`src/rtl/mem_stage_ctrl.sv`:
```
// MEM-stage sequencer for one core: issues the data-memory request for the
// instruction in MEM, captures load data / SC result, owns the LR/SC
// reservation (with snoop invalidation), latches halt, and generates the
// global pipeline advance enable.
module mem_stage_ctrl #(
  parameter int GRAN_BITS = 2,
  parameter int ADDR_W    = 32
) (
  input  logic              CLK,
  input  logic              RST,
  input  logic              ihit,
  input  logic              dhit,
  input  logic [ADDR_W-1:0] dmemload,
  input  logic              MemRead_MEM,
  input  logic              MemWr_MEM,
  input  logic              datomic_MEM,
  input  logic [ADDR_W-1:0] alu_out_MEM,
  input  logic              is_halt_MEM,
  input  logic              snoop_inv,
  input  logic [ADDR_W-1:0] snoop_addr,
  output logic              dmemREN,
  output logic              dmemWEN,
  output logic [ADDR_W-1:0] dmemaddr,
  output logic [ADDR_W-1:0] dmem_out_reg,
  output logic              pipeline_ctrl,
  output logic              halt
);

  typedef enum logic [1:0] {IDLE, ACCESS, DONE, HALTED} state_t;

  state_t            state, next_state;
  logic              i_done;
  logic              i_ok;
  logic              mem_op, sc, lr;
  logic              resv_valid;
  logic [ADDR_W-1:0] resv_addr;
  logic              match_mem, match_snoop;

  assign i_ok   = ihit | i_done;
  assign mem_op = MemRead_MEM | MemWr_MEM;
  assign sc     = datomic_MEM & MemWr_MEM;
  assign lr     = datomic_MEM & MemRead_MEM;

  // Reservation matching ignores the sub-word address bits.
  assign match_mem   = resv_valid &
                       (alu_out_MEM[ADDR_W-1:GRAN_BITS] == resv_addr[ADDR_W-1:GRAN_BITS]);
  assign match_snoop = resv_valid &
                       (snoop_addr[ADDR_W-1:GRAN_BITS] == resv_addr[ADDR_W-1:GRAN_BITS]);

  assign dmemaddr = alu_out_MEM;
  assign halt     = (state == HALTED);

  // Next-state, request and advance-enable decode.
  always_comb begin
    // NOTE: every output of this block gets a default first, so no path
    // through the case can leave a signal unassigned and infer a latch.
    next_state    = state;
    pipeline_ctrl = 1'b0;
    dmemREN       = 1'b0;
    dmemWEN       = 1'b0;
    case (state)
      IDLE: begin
        if (!mem_op) begin
          pipeline_ctrl = i_ok;
          if (i_ok && is_halt_MEM) next_state = HALTED;
        end else if (sc && !match_mem) begin
          // Failing SC never reaches the bus.
          next_state = DONE;
        end else begin
          next_state = ACCESS;
        end
      end
      ACCESS: begin
        dmemREN = MemRead_MEM;
        dmemWEN = MemWr_MEM;
        if (dhit) next_state = DONE;
      end
      DONE: begin
        pipeline_ctrl = i_ok;
        if (i_ok) next_state = is_halt_MEM ? HALTED : IDLE;
      end
      HALTED: ;
      default: next_state = IDLE;
    endcase
  end

  // State register and sticky instruction-fetch-complete flag.
  always_ff @(posedge CLK) begin
    // NOTE: sequential state uses non-blocking assignments so every register
    // samples pre-edge values regardless of statement order.
    if (RST) begin
      state  <= IDLE;
      i_done <= 1'b0;
    end else begin
      state <= next_state;
      if (pipeline_ctrl) i_done <= 1'b0;
      else if (ihit)     i_done <= 1'b1;
    end
  end

  // Load/SC result capture and LR/SC reservation; later writes win, so an
  // LR completing in the same cycle as a matching snoop keeps its reservation.
  always_ff @(posedge CLK) begin
    if (RST) begin
      resv_valid   <= 1'b0;
      resv_addr    <= '0;
      dmem_out_reg <= '0;
    end else begin
      if (snoop_inv && match_snoop) resv_valid <= 1'b0;
      if (state == IDLE && sc && !match_mem) begin
        dmem_out_reg <= ADDR_W'(1);
        resv_valid   <= 1'b0;
      end
      if (state == ACCESS && dhit) begin
        if (MemRead_MEM) dmem_out_reg <= dmemload;
        if (sc) begin
          // SC success was decided at issue; a snoop during ACCESS does not undo it.
          dmem_out_reg <= '0;
          resv_valid   <= 1'b0;
        end
        if (lr) begin
          resv_valid <= 1'b1;
          resv_addr  <= alu_out_MEM;
        end
        if (MemWr_MEM && !datomic_MEM && match_mem) resv_valid <= 1'b0;
      end
    end
  end

endmodule

```
`config.mk`:
```
export PLATFORM = sky130hd
export DESIGN_NAME = mem_stage_ctrl
export DESIGN_NICKNAME = d
export VERILOG_FILES = /design/src/rtl/mem_stage_ctrl.sv
export SDC_FILE = /design/constraint.sdc
export NUM_CORES = 1
export LEC_CHECK = 0
export CORE_MARGIN = 2
export CORE_UTILIZATION = 50
export CTS_CLUSTER_SIZE = 25
export DETAILED_ROUTE_END_ITERATION = 8
export DONT_BUFFER_PORTS = 1
export PLACE_DENSITY = 0.71
export REMOVE_ABC_BUFFERS = 1
export SLEW_MARGIN = 20
export SYNTH_ARGS = -nofsm -noshare
export SYNTH_HDL_FRONTEND = slang
export SYNTH_SLANG_ARGS = --single-unit
```
`constraint.sdc`:
```
create_clock -name CLK -period 2.3 [get_ports CLK]
set_input_delay 0.115 -clock CLK [delete_from_list [all_inputs] [get_ports CLK]]
set_output_delay 0.115 -clock CLK [all_outputs]
set_load 0.005 [all_outputs]
```
# == Yosys cells after proc, flatten, opt, wreduce, memory -nomap -nowiden ==
# Cells that the tools add are included.
# classes
n_eq_ne,8
muxes,21
bitwise,6
reduce_logical,15
# op_table
operator,n
$mux W32,4
$eq A30 B30 Y1,2
$mux W2,6
$mux W1,9
$logic_and A1 B1 Y1,8
$pmux W2 S3,1
$and A1 B1 Y1,4
$eq A2 B2 Y1 const B,2
$ne A2 B2 Y1 const B,2
$reduce_and A4 Y1,1
$ne A3 B3 Y1 const B,1
$reduce_bool A3 Y1,1
$eq A2 B1 Y1 const B,1
$logic_not A1 Y1,2
$logic_not A2 Y1,1
$or A1 B1 Y1,2
$pmux W1 S2,1
$reduce_and A2 Y1,1
$reduce_or A2 Y1,1
# totals
register_bits,68
inputBits,105
output_inout_bits,68
wordCells,55

# == Depth between registers and ports, before layout ==
# depth
ltp_word,9
depth_mapped,8
mapped_depth_nobuf,7

# == Worst setup path before layout ==
# OpenSTA, ideal clock, no wires.
# synth_timing
path_kind,flip-flop to flip-flop
from,register resv_addr[4]
to,register resv_valid
setup_time_ns,0.130
t_arrival_ns,1.609
t_required_ns,2.170
slack_ns,0.561
stages_incl_launch_ff,7
n_path_buf,0
period_less_slack_ns,1.739
path_cell_list,dfxtp_1 > xnor2_1 > nand4_1 > or4_1 > o41ai_2 > o21a_1 > a2111oi_2
# synth_between
elab_chain_cells,9
# synth_lines
element,line_no,rtl
start: declaration,36,logic [ADDR_W-1:0] resv_addr;
start signal: assignment,123,resv_addr <= alu_out_MEM;
$eq A30 B30 Y1 (on tied branches),"48, 46",
$and A1 B1 Y1 (on tied branches),"47, 45",
$logic_and A1 B1 Y1 or $logic_not A1 Y1 (tied branches),"109, 110",
$mux W1 or $logic_and A1 B1 Y1 (tied branches),"109, 110",
$mux W1,110,if (state == IDLE && sc && !match_mem) begin
$mux W1,116,if (sc) begin
$mux W1,121,if (lr) begin
$mux W1,125,if (MemWr_MEM && !datomic_MEM && match_mem) resv_valid <= 1'b0;
$mux W1 *,114,if (state == ACCESS && dhit) begin
end signal: assignment,119,resv_valid <= 1'b0;
end signal: assignment,122,resv_valid <= 1'b1;
end signal: assignment,125,
end: declaration,35,logic resv_valid;
# Every way passes the cells marked *; elsewhere a longest branch is shown, timed or not.
# A chain may end at the register's enable or synchronous reset.

# == Worst setup path in the final report ==
# layout_timing
from,register state[1]
to,register resv_addr[2]
# layout_between
elab_chain_cells,3
# layout_lines
element,line_no,rtl
start: declaration,31,"state_t state, next_state;"
start signal: assignment,95,state <= next_state;
$eq A2 B1 Y1,114,
$logic_and A1 B1 Y1,114,
$reduce_and A2 Y1 (no line),-,
# No other way between the ends.

==> results.json <==
{
  "status": "completed",
  "r2r_setup_slack_ns": 0.14,
  "rows": 30,
  "grt_start_max_net_pins": 67,
  "largest_register_ffs": 32,
  "wl_per_cell_um": 17.0,
  "grt_util_all_layers": 0.237,
  "dpl_worst_slack_ns": 0.272,
  "yosys_warnings": 0,
  "nNetsFinal": 563,
  "coreArea_um2": 6790,
  "r2r_start": "state[1]",
  "h-tree-depth": 3,
  "antenna_cells": 0,
  "place_congestion": 0.798,
  "ir_drop_uv": 356,
  "worstSetupStartpointType": "flop",
  "fin_crit_sh": 0.938,
  "finalWirelength_um": 9430,
  "yosysTopAreaCell": "dfxtp_1",
  "hold_class": "in2reg",
  "max-cap-violations": 0,
  "skew_ns": 0.0142,
  "finalHoldViolations": 0,
  "synthFlopType": "dfxtp_1",
  "p_per_area_nw_per_um2": 699,
  "fin_hold_ws_ns": 0.0260,
  "ys_top_cells_by_count": "95 x nand2_1, 66 x dfxtp_1, 56 x xnor2_1",
  "grt_pass1_wl_um": 14200,
  "endpoint_kind": "flop",
  "fill_cells": 564,
  "fin_crit_ns": 2.16,
  "synth_area_per_cell_um2": 8.18,
  "finalSetupViolCount": 0,
  "netlist_area_um2": 3530,
  "grt_setup_unrepaired": "false",
  "yosys-top-cells-area": "dfxtp_1 37%, xnor2_1 14%, nand2_1 10%",
  "hold_path_depth": 2,
  "ys_seq_elements": 66,
  "hpwl_um": 5760,
  "max_freq_ghz": 0.463,
  "grt-ovfl-total": 0,
  "grt_pass1_vias": 2990,
  "hp-start": "dmemload[0]",
  "r2r_cells": 8,
  "fin_ws_ns": 0.142,
  "crit_fanout": 30,
  "io_buffers": 0,
  "cts_root_buf": "clkbuf_8",
  "final_cells": 554,
  "pin_count": 173,
  "crit_arrival_ns": 2.44,
  "clock-sinks": 66,
  "tns_ns": 0,
  "synth_cell_types": 39,
  "timing_worst_setup_path_type": "reg2reg",
  "clock_latency_ns": 0.33,
  "synth_most_common_cell": "nand2_1",
  "worstPathRequired_ns": 2.58,
  "synth_top_area_frac": 0.375,
  "drive_above_1_share": 0.0611,
  "drc": 0,
  "r2r_end": "resv_addr[2]",
  "synth_edf_count": 0,
  "grt_antenna_before_repair": 0,
  "leakage_nw": 1.47,
  "area_growth_pct": 19.6,
  "vias_per_cell": 5.46,
  "worst_slew_pin_slew_ns": 0.589,
  "drt_iter0_markers": 102,
  "placedCellCount": 475,
  "maxSlewViolCount": 0,
  "ant_nets": 0,
  "numCtsBuffers": 9,
  "whs_endpoint": "dmem_out_reg[0]",
  "synthArstFlopShare": 0,
  "cts.clk_slew.worst_paths_ns": 0.08,
  "cts_buffer_depth": 2,
  "syn_inst": 431,
  "total_power_w": 0.00295,
  "die_y_um": 88.0,
  "cts_tree": "yes",
  "firstDrtPassIters": 4,
  "die-area_um2": 7740,
  "relSlewSlack": 0.607,
  "synth-seq-area-share": 0.375,
  "start_util": 0.519,
  "die_w_um": 88.0,
  "vias": 3025
}
area by class of cell:
| type | instances | area [um2] | share of cell area |
|---|---|---|---|
| well taps | 96 | 120 | 0.0285 |
| flip-flops and latches | 66 | 1320 | 0.313 |
| multi-input cells | 306 | 1860 | 0.442 |
| clock inverters | 5 | 77.6 | 0.0184 |
| repair buffers | 66 | 678 | 0.161 |
| inverters | 4 | 15.0 | 0.00356 |
| clock buffers | 11 | 141 | 0.0335 |
repair_timing:
action | in CTS | in global routing
setup buffers | 0 | 0
endpoints found under the hold margin | 66 | 0
hold buffers | 63 | 0
resized for setup | 0 | 3
setup endpoints to repair | 0 | 2
how the worst max path moves through the flow:
| stage | startpoint | end | slack, ns | cells after the start |
|---|---|---|---|---|
| 2_1_floorplan | state[0] | resv_valid | 0.006 | 6 |
| 3_3_place_gp | state[1] | dmem_out_reg[0] | 0.31 | 5 |
| 3_5_place_dp | state[1] | dmem_out_reg[0] | 0.27 | 5 |
| 4_1_cts | state[1] | resv_addr[2] | 0.08 | 8 |
| 5_1_grt | state[1] | resv_addr[2] | 0.04 | 8 |
| 6_report | state[1] | resv_addr[2] | 0.14 | 8 |
where the power goes:
part	switching (W)	leakage, nW	total, W	internal (W)
Clock	0.000439	0.109	0.00108	0.000637
Combinational	0.000295	0.826	0.000609	0.000313
Sequential	0.0000591	0.533	0.00126	0.00120
cell usage in the layout, fill, tap and decap left out, types with 2 or more instances in the layout:
cell type,instances
a21oi_1,33
a2bb2oi_1,30
and2_1,3
buf_6,2
bufinv_16,2
clkbuf_8,10
clkinv_2,2
dfxtp_1,66
dlygate4sd3_1,62
ha_1,5
inv_1,4
nand2_1,95
nand2b_1,2
nand3_1,3
nand3b_1,2
nand4_1,15
nor2_1,32
nor3_1,3
nor4_2,2
or2_2,2
xnor2_1,56
xor2_1,4
metal layers:
metal / share of wire / global-route usage
met5: 0 / 0
met4: 0.017 / 0.0825
met3: 0.089 / 0.0877
met2: 0.49 / 0.413
met1: 0.40 / 0.267
metrics by stage:
step                area (um2)   util
global route              4220  0.621
CTS                       4210  0.620
global placement          3340  0.492
detailed placement        3340  0.492
finish                    4220  0.621
floorplan                 3200      -
worst max-delay path: stages, from the launching register on:
cell	delay (ns)
dfxtp_1	0.35
inv_1	0.09
ha_1	0.26
and2_1	0.23
and3_1	0.19
buf_6	0.24
nand2_1	0.08
a21oi_1	0.11
dlygate4sd3_1	0.55
kinds of logic (layout without fill, tap and decap cells):
logic type | after synthesis | count (layout) | synth area share
compound gates | 75 | 75 | 0.151
xor+xnor | 60 | 60 | 0.149
fa+ha+maj | 5 | 5 | 0.0177
buf+inv | 59 | 86 | 0.0979
flops | 66 | 66 | 0.375
mux | 1 | 1 | 0.00319
simple gates | 165 | 165 | 0.206
(Power assumes the default switching activity.)
